File: config.mk
export PLATFORM = sky130hd
export DESIGN_NAME = instr_fetch_unit_flat
export DESIGN_NICKNAME = d
export VERILOG_FILES = /design/src/rtl/instr_fetch_unit_if.sv /design/src/rtl/instr_fetch_unit.sv /design/src/flat_wrapper.sv
export SDC_FILE = /design/constraint.sdc
export NUM_CORES = 1
export LEC_CHECK = 0
export ABC_AREA = 1
export CAP_MARGIN = 0
export CORE_ASPECT_RATIO = 1.25
export CORE_MARGIN = 2
export CORE_UTILIZATION = 57
export DETAILED_ROUTE_END_ITERATION = 10
export DONT_BUFFER_PORTS = 1
export PLACE_DENSITY = 0.82
export SLEW_MARGIN = 20
export SYNTH_ARGS = -nofsm -noshare
export SYNTH_HDL_FRONTEND = slang
export SYNTH_SLANG_ARGS = --single-unit
File: constraint.sdc
create_clock -name clk -period 1.6 [get_ports clk]
set_input_delay 0.32 -clock clk [delete_from_list [all_inputs] [get_ports clk]]
set_output_delay 0.32 -clock clk [all_outputs]
set_load 0.02 [all_outputs]
File: src/rtl/instr_fetch_unit_if.sv
// Instruction fetch bus: memory read port, redirect input and
// the valid/ready instruction handoff to the decoder.
interface instr_fetch_unit_if;
    logic [31:0] imem_addr;
    logic [31:0] imem_data;
    logic        redirect_valid;
    logic [31:0] redirect_pc;
    logic        instr_valid;
    logic        instr_ready;
    logic [31:0] instr;
    logic [31:0] instr_pc;

    modport master (
        output imem_addr,
        input  imem_data,
        input  redirect_valid,
        input  redirect_pc,
        output instr_valid,
        input  instr_ready,
        output instr,
        output instr_pc
    );

    modport slave (
        input  imem_addr,
        output imem_data,
        output redirect_valid,
        output redirect_pc,
        input  instr_valid,
        output instr_ready,
        input  instr,
        input  instr_pc
    );
endinterface

File: src/rtl/instr_fetch_unit.sv
// Instruction fetch unit: owns the PC, registers one fetched word,
// handles redirect/flush and halts on a bad PC.
module instr_fetch_unit #(
    parameter logic [31:0] RESET_PC  = 32'h0,
    parameter int unsigned MEM_WORDS = 32
) (
    input  logic                      clk,
    input  logic                      rst,
    instr_fetch_unit_if.master        bus,
    output logic                      halted,
    output logic                      fault,
    output logic [31:0]               fetch_count
);
    localparam logic [31:0] WORDS = 32'(MEM_WORDS);

    typedef enum logic {RUN, HALT} state_e;

    state_e      state_q, state_d;
    logic [31:0] pc_q, pc_d;
    logic [31:0] instr_q, instr_d;
    logic [31:0] ipc_q, ipc_d;
    logic        valid_q, valid_d;
    logic        fault_q, fault_d;
    logic [31:0] cnt_q, cnt_d;

    logic pc_ok, redir_ok, accept, load;

    function automatic logic addr_ok(input logic [31:0] a);
        return (a[1:0] == 2'b00) && ((a >> 2) < WORDS);
    endfunction

    assign pc_ok    = addr_ok(pc_q);
    assign redir_ok = addr_ok(bus.redirect_pc);
    assign accept   = valid_q & bus.instr_ready;
    assign load     = (state_q == RUN) & pc_ok & (~valid_q | bus.instr_ready)
                    & ~bus.redirect_valid;

    always_ff @(posedge clk) begin
        if (rst) begin
            state_q <= RUN;
            pc_q    <= RESET_PC;
            instr_q <= '0;
            ipc_q   <= '0;
            valid_q <= 1'b0;
            fault_q <= 1'b0;
            cnt_q   <= '0;
        end else begin
            state_q <= state_d;
            pc_q    <= pc_d;
            instr_q <= instr_d;
            ipc_q   <= ipc_d;
            valid_q <= valid_d;
            fault_q <= fault_d;
            cnt_q   <= cnt_d;
        end
    end

    // Redirect beats everything; a bad PC in RUN parks the unit.
    always_comb begin
        state_d = state_q;
        if (bus.redirect_valid) begin
            state_d = redir_ok ? RUN : HALT;
        end else if (state_q == RUN && !pc_ok) begin
            state_d = HALT;
        end
    end

    always_comb begin
        pc_d    = pc_q;
        instr_d = instr_q;
        ipc_d   = ipc_q;
        valid_d = valid_q;
        fault_d = fault_q;
        cnt_d   = cnt_q;
        if (accept && cnt_q != 32'hFFFF_FFFF) begin
            cnt_d = cnt_q + 32'd1;
        end
        if (bus.redirect_valid) begin
            pc_d    = bus.redirect_pc;
            valid_d = 1'b0;
            fault_d = ~redir_ok;
        end else if (load) begin
            instr_d = bus.imem_data;
            ipc_d   = pc_q;
            valid_d = 1'b1;
            pc_d    = pc_q + 32'd4;
        end else begin
            if (accept) begin
                valid_d = 1'b0;
            end
            if (state_q == RUN && !pc_ok) begin
                fault_d = 1'b1;
            end
        end
    end

    assign bus.imem_addr   = pc_q;
    assign bus.instr_valid = valid_q;
    assign bus.instr       = instr_q;
    assign bus.instr_pc    = ipc_q;
    assign halted          = (state_q == HALT);
    assign fault           = fault_q;
    assign fetch_count     = cnt_q;
endmodule

File: src/flat_wrapper.sv
// flat-port wrapper written by rule: the top's interface ports become plain ports
module instr_fetch_unit_flat 
#(
    parameter logic [31:0] RESET_PC  = 32'h0,
    parameter int unsigned MEM_WORDS = 32
)
  (clk, rst, halted, fault, fetch_count, bus_imem_addr, bus_imem_data, bus_redirect_valid, bus_redirect_pc, bus_instr_valid, bus_instr_ready, bus_instr, bus_instr_pc);
  instr_fetch_unit_if bus_i ();
  input  logic clk;
  input  logic rst;
  output logic halted;
  output logic fault;
  output logic [31:0] fetch_count;
  output wire logic [$bits(bus_i.imem_addr)-1:0] bus_imem_addr;
  input wire logic [$bits(bus_i.imem_data)-1:0] bus_imem_data;
  input wire logic [$bits(bus_i.redirect_valid)-1:0] bus_redirect_valid;
  input wire logic [$bits(bus_i.redirect_pc)-1:0] bus_redirect_pc;
  output wire logic [$bits(bus_i.instr_valid)-1:0] bus_instr_valid;
  input wire logic [$bits(bus_i.instr_ready)-1:0] bus_instr_ready;
  output wire logic [$bits(bus_i.instr)-1:0] bus_instr;
  output wire logic [$bits(bus_i.instr_pc)-1:0] bus_instr_pc;
  assign bus_imem_addr = bus_i.imem_addr;
  assign bus_i.imem_data = bus_imem_data;
  assign bus_i.redirect_valid = bus_redirect_valid;
  assign bus_i.redirect_pc = bus_redirect_pc;
  assign bus_instr_valid = bus_i.instr_valid;
  assign bus_i.instr_ready = bus_instr_ready;
  assign bus_instr = bus_i.instr;
  assign bus_instr_pc = bus_i.instr_pc;
  instr_fetch_unit #(.RESET_PC(RESET_PC), .MEM_WORDS(MEM_WORDS)) u_core (.clk(clk), .rst(rst), .bus(bus_i), .halted(halted), .fault(fault), .fetch_count(fetch_count));
endmodule
# [Word level (Yosys, flattened, before mapping)]
# Cells that the tools add are included.
[word_totals] elab_cells=44 output_inout_bits=131 regBits=131
[classes] add_sub_neg=2 bitwise=9 n_mux=9 n_reduce_logical=13 eq_ne=2 magnitude_cmp=2
[ops] cell="32-bit 2-to-1 mux" n=2
[ops] cell="30-bit by 6-bit less-than comparator with 1-bit output, second input constant" n=2
[ops] cell="32-bit by 1-bit adder with 32-bit output, second input constant" n=1
[ops] cell="32-bit by 3-bit adder with 32-bit output, second input constant" n=1
[ops] cell="32-bit inequality test, second input constant" n=1
[ops] cell="1-bit 2-to-1 mux" n=7
[ops] cell="2-bit nonzero test" n=3
[ops] cell="1-bit AND" n=4
[ops] cell="1-bit logical AND" n=4
[ops] cell="2-bit zero test" n=2
[ops] cell="1-bit inverter" n=4
[ops] cell="2-bit AND reduction" n=2
[ops] cell="2-bit inequality test, second input constant" n=1
[ops] cell="2-bit OR reduction" n=1
[ops] cell="1-bit zero test" n=1
[ops] cell="1-bit OR" n=1

# [Logic depth before layout (Yosys ltp)]
[logic_depth] word_depth=7 mapped_depth=11

# [Least setup slack after synthesis]
# Ideal clock, no wire load.
[synth_path] kind="reg2reg" from="reg u_core.cnt_q[0] (netlist: u_core.fetch_count[0])" to="reg u_core.cnt_q[19] (netlist: u_core.fetch_count[19])" n_path_buf=1 setup_ns=0.071 required_time_ns=1.529 stages_incl_launch_ff=11 slack_ns=-0.204 arrival_ns=1.733 path_cell_list="dfxtp_1 ha_1 inv_1 nor2_4 nand2_4 nor2_8 nand2_4 nand2_8 buf_12 nand2_1 a21oi_2"
[synth_between] elab_chain_len=2
[synth_rtl] element="from (decl)" line="instr_fetch_unit.sv:24" text="logic [31:0] cnt_q, cnt_d;"
[synth_rtl] element="from (signal assigned)" line="instr_fetch_unit.sv:54" text="cnt_q <= cnt_d;"
[synth_rtl] element="branches (longest 2 deep; another with 32-bit by 1-bit adder with 32-bit output)"
# Several ways; the timed one is not identified.
# A chain may end at the register's enable or synchronous reset.

# [Worst setup path in the final report]
[layout_path] from="reg u_core.pc_q[14] (netlist: u_core.bus.imem_addr[14])" to="reg u_core.ipc_q[4] (netlist: u_core.bus.instr_pc[4])"
[layout_between] elab_chain_len=6
[layout_rtl] element="from (decl)" line="instr_fetch_unit.sv:19" text="logic [31:0] pc_q, pc_d;"
[layout_rtl] element="from (signal assigned)" line="instr_fetch_unit.sv:49" text="pc_q <= pc_d;"
[layout_rtl] element="30-bit by 6-bit less-than comparator with 1-bit output" line="instr_fetch_unit.sv:29" text="return (a[1:0] == 2'b00) && ((a >> 2) < WORDS);"
[layout_rtl] element="1-bit logical AND" line="instr_fetch_unit.sv:29"
[layout_rtl] element="1-bit AND (2 in a row)" line="instr_fetch_unit.sv:35" text="assign load = (state_q == RUN) & pc_ok & (~valid_q | bus.instr_ready)"
[layout_rtl] element="1-bit AND" line="instr_fetch_unit.sv:36" text="& ~bus.redirect_valid;"
[layout_rtl] element="2-bit AND reduction (no source line)"
[layout_rtl] element="to (signal assigned)" line="instr_fetch_unit.sv:51" text="ipc_q <= ipc_d;"
[layout_rtl] element="to (decl)" line="instr_fetch_unit.sv:21" text="logic [31:0] ipc_q, ipc_d;"
# Every way passes these cells.

==> results.md <==
- The die covers 11,400 um^2.
- The final layout contains 1,048 nets.
- The cell count after synthesis is 897.
- The worst supply voltage drop on vdd is 0.732 mV.
- The number of fillers in the final layout is 727.
- The number of max-slew violations in the final report is 0.
- Setup repair after global routing could not meet its margin everywhere.
- The final reports fail on hold timing, setup timing.
- The count of max-cap constraint violations is 0.
- The sum of routed wire length over all layers is 18,100 um.
- The final estimated routing congestion in global placement is 0.910.
- The final number of hold-violating endpoints is 72.
- The total power divided by cell area is 980 nW/um^2.
- The post-route cell area is 7870 um^2.
- After layout, the worst setup slack is -44.4 ps.
- The clock reaches the later pin of the worst-skew pair after 420 ps.
- The area of the mapped netlist is 6020 um^2.
- The worst relative slew slack is 72.8%.
- The clock drives 131 sinks.
- Summed over all failing endpoints, the final setup total negative slack is -67.8 ps.
- The highest attainable clock frequency is 608 MHz.
- The class of the most critical hold timing path is input pin to flop.
- For the pin with the worst max-slew slack, the measured transition is 407 ps.
- The via count of the first global-routing pass is 5,354.
- Dividing the detail-routed wire length by the instance count gives 16.2 um.
- The met3 layer usage reported by global route is 9.30%.
- The violation count after the first detailed-routing iteration is 294.
- The total net switching power is 1990 uW.
- The average footprint of a synthesized cell is 6.71 um^2.
- The clock buffer count from CTS is 17.
- The Yosys step of the flow raised 0 warnings.
- The met1 track demand over resource in global routing is 30.0%.
- Dividing the final minimum period by the clock period gives 103%.
- The register bit count reported by yosys is 131.
- Net switching is 25.9% of the power.
- For this run, the register share of the synthesized area comes to 43.6%.
- The total cell area at the placement stage is 6680 um^2.
- The worst setup slack after placement is -43.0 ps.
- The flow ran to the end, but the final reports show violations.
- Detailed placement finished with a half-perimeter wire length of 10,900 um.
- The first global-routing pass estimated 24,600 um of wire.
- The analysis attributes to cell leakage a power of 0.00336 uW.
- TritonCTS built the clock tree.
- Hold timing on the final database bottoms out at a slack of -39.4 ps.
- Setup violations remaining at the end of the flow were counted as 2.
- The category of the most critical setup path is flop to flop.
- The data required time of the worst path is 1950 ps.
- Entering global routing, the biggest net connects 86 pins.
- The ratio of cells with drive above 1 in the final layout is 26.2%.
- The number of buffer cells added on primary ports is 0.
- The antenna violation net count after detailed routing is 0.
- After floorplanning, the core was divided into 41 placement rows.
- Cell internal power was estimated by the tool at 5720 uW.
- After detailed routing, the number of remaining DRC violations is 0.
- Detailed routing inserted a total of 6,055 vias.
- In this run the clock root is driven by a clkbuf_16.
- The pre-antenna-repair detailed-routing pass consisted of 4 iterations.
- The total core area is 10,200 um^2.
- The number of nets handed over by synthesis was 967.
- The number of antenna violations at the first check in global routing is 0.
- Clock-pin slew was measured on the worst setup and hold paths at 60 ps.
- The die span in x is 95.9 um.
- The share of power burned in combinational logic is 5.2%.
- The endpoint kind of the worst setup timing path is a flop.
- The portion of total power attributed to sequential cells is 43.6%.
- Counting I/O delays and the setup requirement, the final critical path takes 1640 ps.
- The hold buffer count at CTS is 1.
- Dividing the detail-routed via count by the number of cells gives 5.41.
- The data arrival at the endpoint of the critical path is 2000 ps.
- The H-tree depth is 4.
- The largest fanout on the critical path is 15.
- The vertical die dimension is 119 um.
- The number of distinct library cells after synthesis is 36.
- The global routing usage on met2 is 45.8%.
- The most utilized layer in the global route result is met2.
- The area growth from synthesis to layout is 30.8%.
- The effective utilization at floorplan is 59.0%.
- In the global route stage, overall resource usage came out at 27.1%.
- During I/O placement, the number of pins put on the boundary was 199.
- The buffer levels on the longest clock path is 2.
- The number of antenna diodes in the final layout is 0.
- Summed over all layers, the global routing overflow is 0.
- The clock network fraction of design power is 51.1%.
- Clock skew on the completed layout was measured at 11.3 ps.
- The type of element launching the critical path is a flop.
==> synthesized netlist by cell type (all sizes together) <==
cell type  count  area, um^2
nand2        301        1180
nor2         196         782
dfxtp        131        2620
inv           68         255
a21oi         60         349
nand3         59         300
clkbuf        21        78.8
buf           18         131
o21ai         10        50.1
xor2          10        87.6
xnor2          7        61.3
nand4          3        18.8
ha             2        25.0
o21bai         2        15.0
a211oi         1        7.51
a21boi         1        7.51
and2           1        6.26
clkinv         1        3.75
mux2i          1        10.0
nor3b          1        7.51
nor4           1        6.26
o211ai         1        7.51
or2            1        6.26
==> cell families (layout without fill, tap and decap cells) <==
logic type | Yosys count | after routing | share of synthesized area [%]
flops | 131 | 131 | 43.6
xor+xnor | 17 | 17 | 2.47
mux | 1 | 1 | 0.166
fa+ha+maj | 2 | 2 | 0.416
simple gates | 563 | 565 | 38.3
buf+inv | 108 | 200 | 7.80
compound gates | 75 | 75 | 7.26
==> power by group through the flow <==
stage / sequential, uW / clock, uW / combinational, uW
2_1_floorplan: 3500 / 0 / 202
3_3_place_gp: 3430 / 0 / 357
3_5_place_dp: 3430 / 0 / 365
4_1_cts: 3360 / 3960 / 372
5_1_grt: 3370 / 4120 / 438
6_report: 3370 / 3950 / 402
==> final cells by class <==
class                           instances  area, um^2  share of cell area [%]
Multi-Input combinational cell        660        3240                    41.2
Tap cell                              129         161                    2.05
Clock buffer                           17         425                    5.41
Sequential cell                       131        2650                    33.7
Inverter                               69         263                    3.34
Timing Repair Buffer                   99         950                    12.1
Clock inverter                         15         179                    2.27
==> layout by cell type, fill, tap and decap left out, types with 2 or more instances in the layout <==
cell / synthesis / final
clkinvlp_4: 0 / 2
inv_8: 0 / 5
buf_4: 0 / 83
o21bai_1: 2 / 2
clkinv_8: 0 / 2
nor2_2: 3 / 40
nand2_2: 7 / 29
nand2_4: 2 / 11
inv_2: 1 / 2
clkbuf_16: 0 / 24
nand3_1: 58 / 56
nand4_1: 3 / 3
xor2_1: 10 / 10
nand3_2: 1 / 2
dfxtp_2: 0 / 15
dfxtp_4: 0 / 2
inv_1: 67 / 65
nor2_4: 3 / 7
xnor2_1: 7 / 7
a21oi_2: 13 / 13
o21ai_0: 10 / 10
nand2_8: 1 / 3
dfxtp_1: 131 / 114
a21oi_1: 47 / 46
nor2_1: 189 / 148
inv_6: 0 / 6
buf_12: 1 / 4
nand2_1: 291 / 260
==> through the flow <==
step / std cells / power [uW] / utilization, %
2_1_floorplan: 897 / 3700 / -
3_3_place_gp: 1073 / 3790 / 65.4
3_5_place_dp: 1073 / 3800 / 65.4
4_1_cts: 1106 / 7690 / 71.5
5_1_grt: 1120 / 7930 / 77.1
6_report: 1120 / 7710 / 77.1
==> sequential cells by signal, indices dropped and copies added (netlist names) <==
name,flops
u_core.fault,1
u_core.bus.instr_valid,1
u_core.halted,1
u_core.bus.imem_addr,32
u_core.bus.instr_pc,32
u_core.fetch_count,32
u_core.bus.instr,32
==> path summary, 6_finish.rpt <==
kind | end | depth (start not counted) | startpoint | slack, ps
worst min-delay path | u_core.bus.imem_addr[7] | 1 | rst | -40
worst max-delay path | u_core.bus.instr_pc[4] | 11 | u_core.bus.imem_addr[14] | -40
worst min register to register | u_core.bus.imem_addr[1] | 2 | u_core.bus.imem_addr[1] | 480
worst max register to register | u_core.bus.instr_pc[4] | 11 | u_core.bus.imem_addr[14] | -40
==> metal layers <==
| metal | routed length [um] | share of wire, % |
|---|---|---|
| met2 | 9280 | 51 |
| met1 | 6510 | 36 |
| met4 | 808 | 4.5 |
| met5 | 0 | 0 |
| met3 | 1500 | 8.3 |
==> critical path, cell delays in order (launching register included) <==
cell       delay, ps
dfxtp_2          340
nor2_2           120
nand2_1           80
nor2_2           130
nand2_2           80
nor2_4           110
nand3_4          110
buf_12           170
clkbuf_16        180
nand2_1           90
nand2_1           80
nor2_1            90
==> timing repair <==
action	4_1_cts	5_1_grt
resized for setup	2	111
pin swaps	0	19
hold endpoints to repair	81	73
gates cloned	0	12
setup buffers	0	2
setup endpoints to repair	3	72
(Power assumes the default switching activity.)
